`config.mk`:
```
export PLATFORM = sky130hd
export DESIGN_NAME = bus8_reg_bank
export DESIGN_NICKNAME = d
export VERILOG_FILES = /design/src/rtl/bus8_reg_bank.sv
export SDC_FILE = /design/constraint.sdc
export NUM_CORES = 1
export LEC_CHECK = 0
export BUFFER_PORTS_ARGS = -buffer_cell sky130_fd_sc_hd__buf_2
export CORE_ASPECT_RATIO = 0.75
export CORE_UTILIZATION = 47
export DETAILED_ROUTE_END_ITERATION = 8
export PLACE_DENSITY = 0.79
export SETUP_SLACK_MARGIN = 0.4
export SYNTH_ARGS = -nofsm -noshare
export SYNTH_HDL_FRONTEND = slang
export SYNTH_SLANG_ARGS = --single-unit
```
`constraint.sdc`:
```
create_clock -name i_Bus_Clk -period 1.2 [get_ports i_Bus_Clk]
set_input_delay 0.06 -clock i_Bus_Clk [delete_from_list [all_inputs] [get_ports i_Bus_Clk]]
set_output_delay 0.06 -clock i_Bus_Clk [all_outputs]
set_load 0.01 [all_outputs]
```
`src/rtl/bus8_reg_bank.sv`:
```
// bus8_reg_bank: parametrised bank of 8-bit RW / RO / W1C registers behind one
// bus chip-select, with per-register write/read strobes towards user logic.
module bus8_reg_bank #(
  parameter int                    NUM_REGS    = 8,
  parameter int                    ADDR_W      = 3,
  parameter logic [8*NUM_REGS-1:0] INIT_VALUES = '0,
  parameter logic [NUM_REGS-1:0]   RW_MASK     = '1,
  parameter logic [NUM_REGS-1:0]   W1C_MASK    = '0
) (
  input  logic                  i_Bus_Clk,
  input  logic                  i_Bus_Rst_L,
  input  logic                  i_Bus_CS,
  input  logic                  i_Bus_Wr_Rd_n,
  input  logic [ADDR_W-1:0]     i_Bus_Addr8,
  input  logic [7:0]            i_Bus_Wr_Data,
  output logic [7:0]            o_Bus_Rd_Data,
  output logic                  o_Bus_Rd_DV,
  input  logic [8*NUM_REGS-1:0] i_Reg_In,
  output logic [8*NUM_REGS-1:0] o_Reg_Out,
  output logic [NUM_REGS-1:0]   o_Reg_Wr_Pulse,
  output logic [NUM_REGS-1:0]   o_Reg_Rd_Pulse
);

  logic                  wr_access;
  logic                  rd_access;
  logic [NUM_REGS-1:0]   addr_hit;
  logic [NUM_REGS-1:0]   wr_hit;
  logic [NUM_REGS-1:0]   rd_hit;
  logic [8*NUM_REGS-1:0] stored_flat;
  logic [8*NUM_REGS-1:0] rd_view_flat;
  logic [7:0]            rd_mux;

  logic [7:0]            rd_data_reg;
  logic                  rd_dv_reg;
  logic [NUM_REGS-1:0]   wr_pulse_reg;
  logic [NUM_REGS-1:0]   rd_pulse_reg;

  assign wr_access = i_Bus_CS & i_Bus_Wr_Rd_n;
  assign rd_access = i_Bus_CS & ~i_Bus_Wr_Rd_n;

  // Only indices below NUM_REGS decode, so out-of-range accesses hit nothing.
  generate
    for (genvar gi = 0; gi < NUM_REGS; gi++) begin : g_reg
      assign addr_hit[gi] = (i_Bus_Addr8 == ADDR_W'(gi));
      assign wr_hit[gi]   = wr_access & addr_hit[gi];
      assign rd_hit[gi]   = rd_access & addr_hit[gi];

      if (W1C_MASK[gi]) begin : g_w1c
        logic [7:0] value_reg;
        logic [7:0] clr_bits;

        assign clr_bits = wr_hit[gi] ? i_Bus_Wr_Data : 8'h00;

        // Set is OR-ed in after the clear so a coincident event is never lost.
        always_ff @(posedge i_Bus_Clk or negedge i_Bus_Rst_L) begin
          if (!i_Bus_Rst_L) begin
            value_reg <= INIT_VALUES[8*gi +: 8];
          end else begin
            value_reg <= (value_reg & ~clr_bits) | i_Reg_In[8*gi +: 8];
          end
        end

        assign stored_flat[8*gi +: 8]  = value_reg;
        assign rd_view_flat[8*gi +: 8] = value_reg;
      end else if (RW_MASK[gi]) begin : g_rw
        logic [7:0] value_reg;
        logic       unused_in;

        always_ff @(posedge i_Bus_Clk or negedge i_Bus_Rst_L) begin
          if (!i_Bus_Rst_L) begin
            value_reg <= INIT_VALUES[8*gi +: 8];
          end else if (wr_hit[gi]) begin
            value_reg <= i_Bus_Wr_Data;
          end
        end

        assign unused_in               = ^i_Reg_In[8*gi +: 8];
        assign stored_flat[8*gi +: 8]  = value_reg;
        assign rd_view_flat[8*gi +: 8] = value_reg;
      end else begin : g_ro
        // Status register: nothing stored, reads go straight to user logic.
        assign stored_flat[8*gi +: 8]  = 8'h00;
        assign rd_view_flat[8*gi +: 8] = i_Reg_In[8*gi +: 8];
      end
    end
  endgenerate

  always_comb begin
    rd_mux = 8'h00;
    for (int i = 0; i < NUM_REGS; i++) begin
      if (addr_hit[i]) begin
        rd_mux = rd_mux | rd_view_flat[8*i +: 8];
      end
    end
  end

  // Read data only updates on a read so it holds between accesses.
  always_ff @(posedge i_Bus_Clk or negedge i_Bus_Rst_L) begin
    if (!i_Bus_Rst_L) begin
      rd_data_reg  <= 8'h00;
      rd_dv_reg    <= 1'b0;
      wr_pulse_reg <= '0;
      rd_pulse_reg <= '0;
    end else begin
      rd_dv_reg    <= rd_access;
      wr_pulse_reg <= wr_hit;
      rd_pulse_reg <= rd_hit;
      if (rd_access) begin
        rd_data_reg <= rd_mux;
      end
    end
  end

  assign o_Bus_Rd_Data  = rd_data_reg;
  assign o_Bus_Rd_DV    = rd_dv_reg;
  assign o_Reg_Wr_Pulse = wr_pulse_reg;
  assign o_Reg_Rd_Pulse = rd_pulse_reg;
  assign o_Reg_Out      = stored_flat;

endmodule
```
# Word level (Yosys, flattened, before mapping)
# Cells that the tools add are included.
# word_totals
ff_bits,89
out_inout_bits,89
wordCells,54
# op_classes
n_eq_ne,7
n_reduce_logical,1
n_mux,8
bitwise,26
# op_table
operator,n
2-to-1 mux 8 bit,8
OR 8 bit,7
AND 1 bit,18
equality test 3 bit (second input constant),4
equality test 3 x 2 -> 1 bit (second input constant),2
equality test 3 x 1 -> 1 bit (second input constant),1
logical NOT 3 bit,1
NOT 1 bit,1

# Longest topological paths before layout
# Gate-level depths: netlist (run 1).
# depth
ltp_word,16
depth_mapped,7
ltp_nobuf,4

# Least setup slack after synthesis (run 1)
# Ideal clock, no wire load.
# synth_path
path_kind,input to register
start,input i_Bus_Addr8[1]
end,register g_reg[0].g_rw.value_reg[0]
path_slack_ns,-0.041
setup_ns,0.125
stages,5
path_buffers,2
arrival_ns,1.116
path_cell_list,buf_6 -> nand3b_4 -> or3_1 -> buf_6 -> mux2_4
# synth_between
elab_chain_len,2
# synth_lines
item,line,rtl
start: declaration,14,"input logic [ADDR_W-1:0] i_Bus_Addr8,"
logical NOT 3 bit,44,assign addr_hit[gi] = (i_Bus_Addr8 == ADDR_W'(gi));
AND 1 bit,45,assign wr_hit[gi] = wr_access & addr_hit[gi];
end signal: assignment,71,value_reg <= INIT_VALUES[8*gi +: 8];
end signal: assignment,73,value_reg <= i_Bus_Wr_Data;
end: declaration,66,logic [7:0] value_reg;
# Every way passes these cells.
# A chain may end at the register's enable or synchronous reset.

# Worst setup path after layout (run 1)
# layout_path
start,register g_reg[2].g_rw.value_reg[1]
end,"register rd_data_reg[1], in the netlist o_Bus_Rd_Data[1]"
# layout_between
elab_chain_len,12
# layout_lines
item,line,rtl
start: declaration,66,
start signal: assignment,71,
start signal: assignment,73,
OR 8 bit *,92,rd_mux = rd_mux | rd_view_flat[8*i +: 8];
2-to-1 mux 8 bit *,91,if (addr_hit[i]) begin
OR 8 bit,92,
2-to-1 mux 8 bit *,91,
OR 8 bit,92,
2-to-1 mux 8 bit *,91,
OR 8 bit,92,
2-to-1 mux 8 bit *,91,
OR 8 bit,92,
2-to-1 mux 8 bit *,91,
OR 8 bit,92,
2-to-1 mux 8 bit *,91,
end signal: assignment,109,rd_data_reg <= rd_mux;
end: declaration,33,logic [7:0] rd_data_reg;
# Mark *: on every way between the ends. The rest lies on a longest branch, timed or not.

==> results.txt, run 1 <==
Number of unique standard cell types used by synthesis - 27
Clock share of power - 0.209
Number of buffers added by the clock tree synthesis step - 9
Most instantiated flip-flop cell in the synthesis netlist - dfrtp_1
Count of warnings emitted by yosys - 0
Portion of total power attributed to sequential cells - 0.445
Most used standard cell by instance count after synthesis - dfrtp_1
Post-layout utilization of the core - 0.750
Max-capacitance violation count - 0
Cell accounting for the most synthesized area - dfrtp_1
Detail Route Antenna Nets - 0
Total power of the final layout - 9.22 mW
Number of antenna repair diodes - 0
Worst hold path stage count - 2
FP Rows - 28
Crit Path Class - reg -> reg
Post-layout minimum cycle time - 1.14 ns
R2r startpoint - g_reg[2].g_rw.value_reg[1]
Number of hold violations in the final report - 0
Seq/Total Area, Yosys - 0.581
Top-level I/O count - 168
Setup repair after global routing missed its margin - yes
WP data arrival - 1.42 ns
Die extent in x - 106 um
Peak Freq - 880 MHz
Switching Power - 2.89 mW
Sw Ratio - 0.313
Largest cells by area after synthesis - dfrtp_1 (58%), mux2_2 (14%), mux2_4 (6.3%)
Overall track demand over capacity in global routing - 0.277
Ratio of cells with drive above 1 in the final layout - 0.633
Transition time at the pin with the least slew margin - 0.748 ns
VDD IR-drop max - 911 uV
Count of vias placed by the detailed router - 3063
Slowest CP cell - dfrtp_1
Cell Area, Placed - 4940 um2
Wire length of the first global-routing pass - 17000 um
Share of synthesized flip-flops with an asynchronous set or reset - 1.00
Floorplan core area - 7880 um2
Final setup fails - 0
Worst skew pair latency - 0.37 ns
Initial antenna violation count - 0
Storage cell area - 2230 um2
Status - finished clean
Count of flip-flops with a built-in enable after synthesis - 0
Slowest Stage Delay on Critical Path - 0.39 ns
Area share of the leading cell type in the synthesized netlist - 0.581
Vertical die dimension - 80.2 um
Final period util - 0.947
Pin count of the biggest net entering global routing - 36
Kind of capture point of the worst setup path - flip-flop
Highest net fanout along the worst path - 2
Number of flip-flops under the largest register name - 64
Per-instance average area after synthesis - 13.9 um2
Clock-pin slew on the worst setup and hold paths - 0.09 ns
Via count of the first global-routing pass - 3069
Leakage Power - 3.00 nW
Area overhead of the layout relative to synthesis - 54.0%
Worst setup startpoint - g_reg[2].g_rw.value_reg[1]
Area of the die - 8530 um2
Synthesized flop and latch total - 89
Filler Cell Count - 507
Overall routed net length - 11700 um
Syn nets - 355
Number of buffers inserted by port buffering - 103
Routed WL per cell - 20.5 um
Relative max-transition margin - 0.501
Routability Congestion - 0.854
Deepest level of the CTS H-tree - 3
TritonCTS clock tree - done
Post-synth design cell area - 3840 um2
Max Root-Sink Buffers - 2
Final clock skew - 0.00851 ns
Root buffer cell - clkbuf_8
Cell count after synthesis - 276
Required time reported for the critical path endpoint - 1.48 ns
Source of the worst hold timing path - i_Bus_Wr_Data[7]
NumNets Final - 540
Starting Density - 0.487
Multi-input logic area - 1800 um2
First-iteration detailed-routing DRC count - 192
Clock sink total - 89
GRT Residual Overflow - 0
Final Slew Violations - 0
Combinational power share - 0.346
Number of vias per cell - 5.36
Residual DRC - 0
Type of the tightest min-delay check - in -> reg
Power per cell area - 1560 nW/um2
First-pass iteration count of the detailed router - 4
Half-perimeter wire length after placement - 7440 um
Final Instance Area - 5910 um2
Number of cells on the worst reg-to-reg path - 4
Cell chain of the critical path - mux2i_1 > or2_4 > a21o_1 > a31oi_1
Internal power contribution - 6.33 mW
Cell types with the highest counts after synthesis - dfrtp_1 (89), mux2_2 (48), nor2_1 (20), mux2_4 (16), mux2i_1 (16)
Crit path launch type - flip-flop
## through the flow
stage	worst slack (ns)	hold slack [ns]	instances	TNS, ns
floorplan	-0.0338	-0.236	276	-0.492
global placement	-0.103	-0.0183	511	-3.05
detailed placement	-0.161	-0.0163	511	-4.28
CTS	0.0946	0.0418	552	0
global route	0.0117	0.0609	571	0
finish	0.0632	0.0635	571	0
## cell type report
class / count / area share
inverters: 3 / 0.00191
multi-input cells: 171 / 0.304
clock inverters: 6 / 0.00720
repair buffers: 187 / 0.264
flip-flops and latches: 89 / 0.377
well taps: 105 / 0.0222
clock buffers: 10 / 0.0233
## cells in the final DEF, fill, tap and decap left out, drive strengths merged
cell,count
clkinv,4
or2,8
nor2,26
a221oi,8
nand2b,3
nor4,1
mux2,64
buf,186
nand3b,1
a22o,8
clkbuf,10
nor2b,2
a21o,8
nor3,4
inv,3
dlygate4sd3,1
mux2i,16
or3,2
clkinvlp,2
nand2,11
dfrtp,89
a31oi,8
nand3,1
## routing by layer
metal / share of wire / track usage / vias to the layer above / wire length [um]
met1: 0.45 / 0.370 / 1552 / 5240
li1: - / - / 1353 / -
met5: 0 / 0 / - / 0
met3: 0.078 / 0.102 / 22 / 908
met2: 0.45 / 0.424 / 136 / 5270
met4: 0.023 / 0.0736 / 0 / 269
## worst max-delay path, delay by kind of cell (launching register included)
kind / cells / cell delay [ns]
muxes: 1 / 0.09
AOI/OAI and AO/OA: 2 / 0.35
and+or+nand+nor: 1 / 0.23
DFF: 1 / 0.39
## cell families after synthesis
| group | share of synthesized area |
|---|---|
| AO/OA/AOI/OAI | 0.0652 |
| flip-flops | 0.581 |
| buffers and inverters | 0.0297 |
| multiplexers | 0.245 |
| AND/OR/NAND/NOR | 0.0793 |
## power groups by stage
stage                     clock [mW]  combinational [mW]  sequential [mW]
after detailed placement           0                2.30             4.11
after floorplan                    0                1.04             4.27
final                           1.93                3.19             4.10
after global routing            2.08                3.38             4.15
after CTS                       1.94                2.76             4.05
after global placement             0                2.23             4.08
## timing repair
item | CTS | global route
cloned | 2 | 0
setup endpoints to repair | 155 | 159
hold endpoints to repair | 89 | 0
pin swaps | 17 | 5
buffers inserted | 22 | 19
gates resized for setup | 61 | 42
hold buffers | 1 | 0
## worst paths after layout
kind	to	slack (ns)
worst max-delay path	o_Bus_Rd_Data[1]	0.06
worst min-delay path	g_reg[0].g_rw.value_reg[7]	0.06
worst max register to register	o_Bus_Rd_Data[1]	0.06
worst min register to register	g_reg[3].g_rw.value_reg[2]	0.55
max in group asynchronous	g_reg[4].g_rw.value_reg[4]	0.57
min in group asynchronous	g_reg[0].g_rw.value_reg[2]	0.13
(Power assumes the default switching activity.)
==> run 2, diff against run 1 <==
--- a/config.mk
+++ b/config.mk
@@ -9,7 +9,7 @@
 export CORE_ASPECT_RATIO = 0.75
 export CORE_UTILIZATION = 47
 export DETAILED_ROUTE_END_ITERATION = 8
-export PLACE_DENSITY = 0.79
+export PLACE_DENSITY_LB_ADDON = 0.2
 export SETUP_SLACK_MARGIN = 0.4
 export SYNTH_ARGS = -nofsm -noshare
 export SYNTH_HDL_FRONTEND = slang
==> run 2 against run 1 <==
  * First-iteration DRC count down 47%
  * Via count is 6.0% lower
  * Flip-flop and latch count did not move
  * Fmax rose by 2.8%
  * Highest routed layer unchanged
  * Wire length down 11%
  * Critical path depth fell by 1
  * Critical endpoint is now o_Bus_Rd_Data[2]
  * Global-route usage down 2.3 points
  * Final area is 2.6% lower
  * Non-clock buffer count down 6
  * Core utilization fell by 1.9 points
==> results.txt, run 2 (synthesis gave the netlist of run 1 again) <==
Number of antenna repair diodes - 0 (unchanged)
Peak Freq - 904 MHz (+2.8%)
End point of the most critical hold path - o_Reg_Rd_Pulse[1]
Pre-CTS setup slack - -0.212 ns (-0.0508 ns)
Initial antenna violation count - 0 (unchanged)
Residual DRC - 0 (unchanged)
Via count of the first global-routing pass - 2820 (-8.1%)
Number of buffers inserted by port buffering - 103 (unchanged)
Floorplan core area - 7880 um2 (unchanged)
Final period util - 0.922 (-0.0257)
Worst skew pair latency - 0.36 ns (about the same)
Max-capacitance violation count - 0 (unchanged)
Critical register-to-register path endpoint - o_Bus_Rd_Data[2]
Type of the tightest min-delay check - in -> reg
Required time reported for the critical path endpoint - 1.43 ns (-0.05 ns)
WP data arrival - 1.34 ns (-0.08 ns)
First-pass iteration count of the detailed router - 4 (unchanged)
Routability Congestion - 0.784 (-8.2%)
TritonCTS clock tree - done
Deepest level of the CTS H-tree - 3 (unchanged)
Post-layout minimum cycle time - 1.11 ns (-0.0308 ns)
Final Instance Area - 5760 um2 (-2.6%)
Area of the die - 8530 um2 (unchanged)
Status - finished clean
Final clock skew - 0.0107 ns (+0.00222 ns)
Vertical die dimension - 80.2 um (unchanged)
Worst setup slack for register-to-register paths - 0.09 ns (+0.03 ns)
Area overhead of the layout relative to synthesis - 50.1%
Overall track demand over capacity in global routing - 0.253 (-0.0231)
Max Root-Sink Buffers - 2 (unchanged)
Clock-pin slew on the worst setup and hold paths - 0.08 ns (about the same)
Kind of capture point of the worst setup path - flip-flop
Worst hold path stage count - 3 (+1)
Highest net fanout along the worst path - 2 (unchanged)
Number of hold violations in the final report - 0 (unchanged)
Detail Route Antenna Nets - 0 (unchanged)
Number of buffers added by the clock tree synthesis step - 9 (unchanged)
Power per cell area - 1580 nW/um2 (+1.0%)
Number of cells on the worst reg-to-reg path - 3 (-1)
Root buffer cell - clkbuf_8
Number of flip-flops under the largest register name - 64 (unchanged)
FP Rows - 28 (unchanged)
GRT Residual Overflow - 0 (unchanged)
Half-perimeter wire length after placement - 7220 um (-2.9%)
Cell Area, Placed - 4960 um2 (+0.46%)
Transition time at the pin with the least slew margin - 0.622 ns (-0.125 ns)
Source of the worst hold timing path - i_Bus_Addr8[1]
R2r startpoint - g_reg[6].g_rw.value_reg[2]
Setup repair after global routing missed its margin - yes
Final Slew Violations - 0 (unchanged)
Clock sink total - 89 (unchanged)
Most frequent cells in the layout - dfrtp_1 (88), buf_2 (86), buf_6 (48), mux2_4 (44), buf_4 (35)
Final-layout setup total negative slack - 0 ns (unchanged)
Wire length of the first global-routing pass - 15600 um (-8.0%)
Crit Path Class - reg -> reg
Final setup fails - 0 (unchanged)
PnR worst setup slack - 0.0940 ns (+0.0308 ns)
Leakage Power - 2.91 nW (-2.9%)
Starting Density - 0.487 (unchanged)
Top-level I/O count - 168 (unchanged)
Die extent in x - 106 um (unchanged)
Most common library cell in the layout ignoring fill and taps - dfrtp_1
Pin count of the biggest net entering global routing - 33 (-8.3%)
Relative max-transition margin - 0.584 (+0.0836)
NumNets Final - 534 (-1.1%)
Count of vias placed by the detailed router - 2879 (-6.0%)
Crit path launch type - flip-flop
Routed WL per cell - 18.5 um (-9.9%)
VDD IR-drop max - 993 uV (+9.0%)
First-iteration detailed-routing DRC count - 101 (-47%)
Hold Worst Slack - 0.0344 ns (-0.0290 ns)
Number of vias per cell - 5.10 (-4.8%)
Total power of the final layout - 9.07 mW (-1.6%)
Overall routed net length - 10400 um (-11%)
Ratio of cells with drive above 1 in the final layout - 0.632 (-0.00124)
run 2: cell types whose count changed in the layout (fill, tap and decap cells not counted), sizes merged:
cell      change
buf           -6
bufinv        +1
clkinvlp      -1
inv           -1
run 2: worst max-delay path by stage:
stage                                            end  depth (start not counted)  slack [ns]                        from
after floorplan           g_reg[0].g_rw.value_reg[0]                          5       -0.03              i_Bus_Addr8[1]
after CTS                           o_Bus_Rd_Data[2]                          3        0.11  g_reg[5].g_rw.value_reg[2]
after global placement              o_Bus_Rd_Data[0]                          5       -0.17              i_Bus_Addr8[1]
after global routing                o_Bus_Rd_Data[5]                          4        0.03  g_reg[0].g_rw.value_reg[5]
final                               o_Bus_Rd_Data[2]                          3        0.09  g_reg[6].g_rw.value_reg[2]
after detailed placement            o_Bus_Rd_Data[4]                          5       -0.21              i_Bus_Addr8[1]
run 2: final cells by class:
cell class                 instances  area (um2)
fill                             570        2120
multi-input combinational        171        1740
sequential                        89        2230
timing repair buffer             181        1450
tap                              105         131
clock buffer                      10         138
inverter                           3        11.3
clock inverter                     5        56.3
run 2: critical path, cell delays in order (launching register included):
cell      delay [ns]
dfrtp_1         0.41
a22o_1          0.22
a221oi_2        0.25
a31oi_1         0.11
run 2: report_power, final:
group          internal [mW]  switching, mW
combinational           1.82           1.15
sequential              3.56          0.504
clock                   1.00           1.04
run 2: stage by stage:
stage / utilization / instances
final: 0.730 / 564
after global routing: 0.730 / 564
after CTS: 0.695 / 548
after detailed placement: 0.630 / 514
after global placement: 0.630 / 514
after floorplan: - / 276
run 2: repair_timing:
item / 4_1_cts / 5_1_grt
pin swaps: 17 / 10
hold buffers: 1 / 0
gates resized for setup: 44 / 37
buffers inserted: 18 / 16
setup endpoints to repair: 155 / 154
cloned: 0 / 0
endpoints found under the hold margin: 54 / 0
run 2: layer usage:
metal,global-route usage,routed length [um],share of wire,vias up
li1,-,-,-,1350
met1,0.358,4910,0.47,1429
met2,0.396,4880,0.47,96
met3,0.0593,572,0.055,4
met4,0.0625,47,0.0045,0
met5,0,0,0,-
==> run 3, diff against run 2 <==
--- a/config.mk
+++ b/config.mk
@@ -9,6 +9,7 @@
 export CORE_ASPECT_RATIO = 0.75
 export CORE_UTILIZATION = 47
 export DETAILED_ROUTE_END_ITERATION = 8
+export GPL_TIMING_DRIVEN = 0
 export PLACE_DENSITY_LB_ADDON = 0.2
 export SETUP_SLACK_MARGIN = 0.4
 export SYNTH_ARGS = -nofsm -noshare
==> run 3 against run 2 <==
  * The flow now finishes with violations (negative hold slack, negative setup slack)
  * Critical path depth stayed put
  * Die area stayed put
  * Combinational power is 15% higher
  * Final area is 4.5% higher
  * Via count is 6.1% higher
  * Flip-flop and latch count stayed put
  * Global-route usage is 2.5 points higher
  * Core utilization is 3.3 points higher
  * Fmax is 10% lower
  * First-iteration DRC count is 26% higher
  * Power is 6.1% higher
  * Critical endpoint is now o_Bus_Rd_Data[7]
  * Largest cell class unchanged
  * Largest power group unchanged
==> results.txt, run 3 (synthesis gave the netlist of run 1 again) <==
Status - finished with violations
Violated checks - negative hold slack, negative setup slack
Top-level I/O count - 168 (unchanged)
Half-perimeter wire length after placement - 6620 um (-8.4%)
Crit Path Class - reg -> reg
Crit path launch type - flip-flop
Overall track demand over capacity in global routing - 0.279 (+0.0252)
Clock-pin slew on the worst setup and hold paths - 0.09 ns (about the same)
GRT met3 Usage - 0.0998 (+0.0406)
Number of cells on the worst reg-to-reg path - 3 (unchanged)
Global routing's busiest layer - met2
PnR worst setup slack - -0.0347 ns (-0.129 ns)
Hold Worst Slack - -0.321 ns (-0.356 ns)
Final clock skew - 0.00867 ns (-0.00206 ns)
Internal power contribution - 6.77 mW (+6.0%)
Combinational power share - 0.355 (+0.028)
Overall routed net length - 12100 um (+16%)
Slowest CP cell - dfrtp_1
WP data arrival - 1.48 ns (+0.14 ns)
Final standard cell count with taps included and fillers excluded - 570 (+1.1%)
Final period util - 1.03 (+0.107)
Ratio of cells with drive above 1 in the final layout - 0.630 (-0.00170)
Routed WL per cell - 21.1 um (+15%)
Wire length of the first global-routing pass - 16900 um (+8.1%)
Total power of the final layout - 9.63 mW (+6.1%)
GRT Residual Overflow - 0 (unchanged)
Number of antenna repair diodes - 0 (unchanged)
Max Root-Sink Buffers - 2 (unchanged)
Clock sink total - 89 (unchanged)
Slowest Stage Delay on Critical Path - 0.41 ns (about the same)
Peak Freq - 810 MHz (-10%)
Routability Congestion - 0.766 (-2.3%)
Residual DRC - 0 (unchanged)
Floorplan core area - 7880 um2 (unchanged)
Switching Power - 2.86 mW (+6.4%)
Detail Route Antenna Nets - 0 (unchanged)
Die extent in x - 106 um (unchanged)
Starting Density - 0.487 (unchanged)
Number of vias per cell - 5.36 (+5.0%)
Via count of the first global-routing pass - 3020 (+7.1%)
Vertical die dimension - 80.2 um (unchanged)
Cell Area, Placed - 4700 um2 (-5.4%)
Cell count along the critical path - 3 (unchanged)
First-pass iteration count of the detailed router - 4 (unchanged)
Most common library cell in the layout ignoring fill and taps - dfrtp_1
Number of flip-flops under the largest register name - 64 (unchanged)
Number of buffers added by the clock tree synthesis step - 9 (unchanged)
Global routing met1 resource utilization - 0.368 (+0.0105)
FP Rows - 28 (unchanged)
Final setup fails - 2 (+2)
Number of hold violations in the final report - 47 (+47)
Count of vias placed by the detailed router - 3054 (+6.1%)
Placed insts - 483 (-6.0%)
Leakage Power - 3.03 nW (+4.0%)
Required time reported for the critical path endpoint - 1.44 ns (about the same)
NumNets Final - 539 (+0.94%)
Power per cell area - 1600 nW/um2 (+1.5%)
Final Instance Area - 6020 um2 (+4.5%)
Final Slew Violations - 0 (unchanged)
Max-capacitance violation count - 0 (unchanged)
Area of the die - 8530 um2 (unchanged)
Deepest level of the CTS H-tree - 3 (unchanged)
Largest delay share family, worst path - compound AO/OA/AOI/OAI gates
VDD IR-drop max - 1020 uV (+2.4%)
Number of buffers inserted by port buffering - 101 (-1.9%)
Setup repair after global routing missed its margin - yes
Sw Ratio - 0.297 (+0.000678)
Filler Cell Count - 526 (-7.7%)
Pin count of the biggest net entering global routing - 47 (+42%)
Initial antenna violation count - 0 (unchanged)
Cell chain of the critical path - a22o_1 > a221oi_2 > a31oi_1
Highest net fanout along the worst path - 2 (unchanged)
Most frequent cells in the layout - dfrtp_1 (89), buf_6 (76), buf_2 (71), mux2_4 (62), buf_4 (24)
Root buffer cell - clkbuf_8
Post-layout minimum cycle time - 1.23 ns (+0.129 ns)
Worst skew pair latency - 0.37 ns (about the same)
First-iteration detailed-routing DRC count - 127 (+26%)
Portion of total power attributed to sequential cells - 0.420 (-0.028)
TritonCTS clock tree - done
Kind of capture point of the worst setup path - flip-flop
Transition time at the pin with the least slew margin - 0.772 ns (+0.149 ns)
Crit path buffers/inverters - 0 (unchanged)
Clock share of power - 0.224 (about the same)
Area overhead of the layout relative to synthesis - 56.9%
Type of the tightest min-delay check - in -> async
Relative max-transition margin - 0.485 (-0.0992)
Met2 usage - 0.424 (+0.0279)
## run 3: cell types whose count changed in the layout (fill, tap and decap cells not counted), sizes merged
| cell | change |
|---|---|
| clkinv | -2 |
| clkinvlp | +1 |
| clkbuf | +6 |
| buf | +1 |
## run 3: timing repair
item	CTS	global route
cloned	2	1
pin swaps	24	17
resized for setup	49	78
hold endpoints to repair	47	49
setup endpoints to repair	164	161
buffers inserted	47	20
## run 3: final cells by class
| type | instances | area (um2) | share of cell area |
|---|---|---|---|
| buffer | 13 | 148 | 0.0245 |
| clock buffer | 12 | 155 | 0.0258 |
| clock inverter | 4 | 51.3 | 0.00852 |
| inverter | 3 | 15.0 | 0.00249 |
| multi-input combinational | 171 | 1820 | 0.302 |
| sequential | 89 | 2230 | 0.370 |
| tap | 105 | 131 | 0.0218 |
| timing repair buffer | 173 | 1480 | 0.245 |
## run 3: power by group through the flow
stage / sequential (mW) / combinational (mW) / clock, mW
after floorplan: 4.27 / 1.04 / 0
after global placement: 4.05 / 2.13 / 0
after detailed placement: 4.07 / 2.19 / 0
after CTS: 3.99 / 2.80 / 2.17
after global routing: 4.10 / 3.63 / 2.33
final: 4.05 / 3.42 / 2.16
## run 3: routing by layer
| layer | vias up | part of all wire |
|---|---|---|
| li1 | 1356 | - |
| met1 | 1564 | 0.42 |
| met2 | 108 | 0.48 |
| met3 | 26 | 0.071 |
| met4 | 0 | 0.026 |
| met5 | - | 0 |
## run 3: metrics by stage
step | worst slack (ns) | TNS, ns | util
2_1_floorplan | -0.0338 | -0.492 | -
3_3_place_gp | -0.710 | -77.75 | 0.592
3_5_place_dp | -0.455 | -16.34 | 0.596
4_1_cts | 0.00610 | 0 | 0.700
5_1_grt | -0.0861 | -0.114 | 0.764
6_report | -0.0347 | -0.0416 | 0.764
## run 3: path summary, 6_finish.rpt
path	slack [ns]	from	endpoint
setup / recovery	-0.03	g_reg[5].g_rw.value_reg[7]	o_Bus_Rd_Data[7]
hold / removal	-0.32	i_Bus_Rst_L	o_Reg_Rd_Pulse[3]
setup reg to reg	-0.03	g_reg[5].g_rw.value_reg[7]	o_Bus_Rd_Data[7]
hold reg to reg	0.54	g_reg[7].g_rw.value_reg[1]	g_reg[7].g_rw.value_reg[1]
max in group asynchronous	0.89	i_Bus_Rst_L	g_reg[6].g_rw.value_reg[1]
min in group i_Bus_Clk	-0.04	i_Bus_Addr8[0]	o_Reg_Rd_Pulse[7]
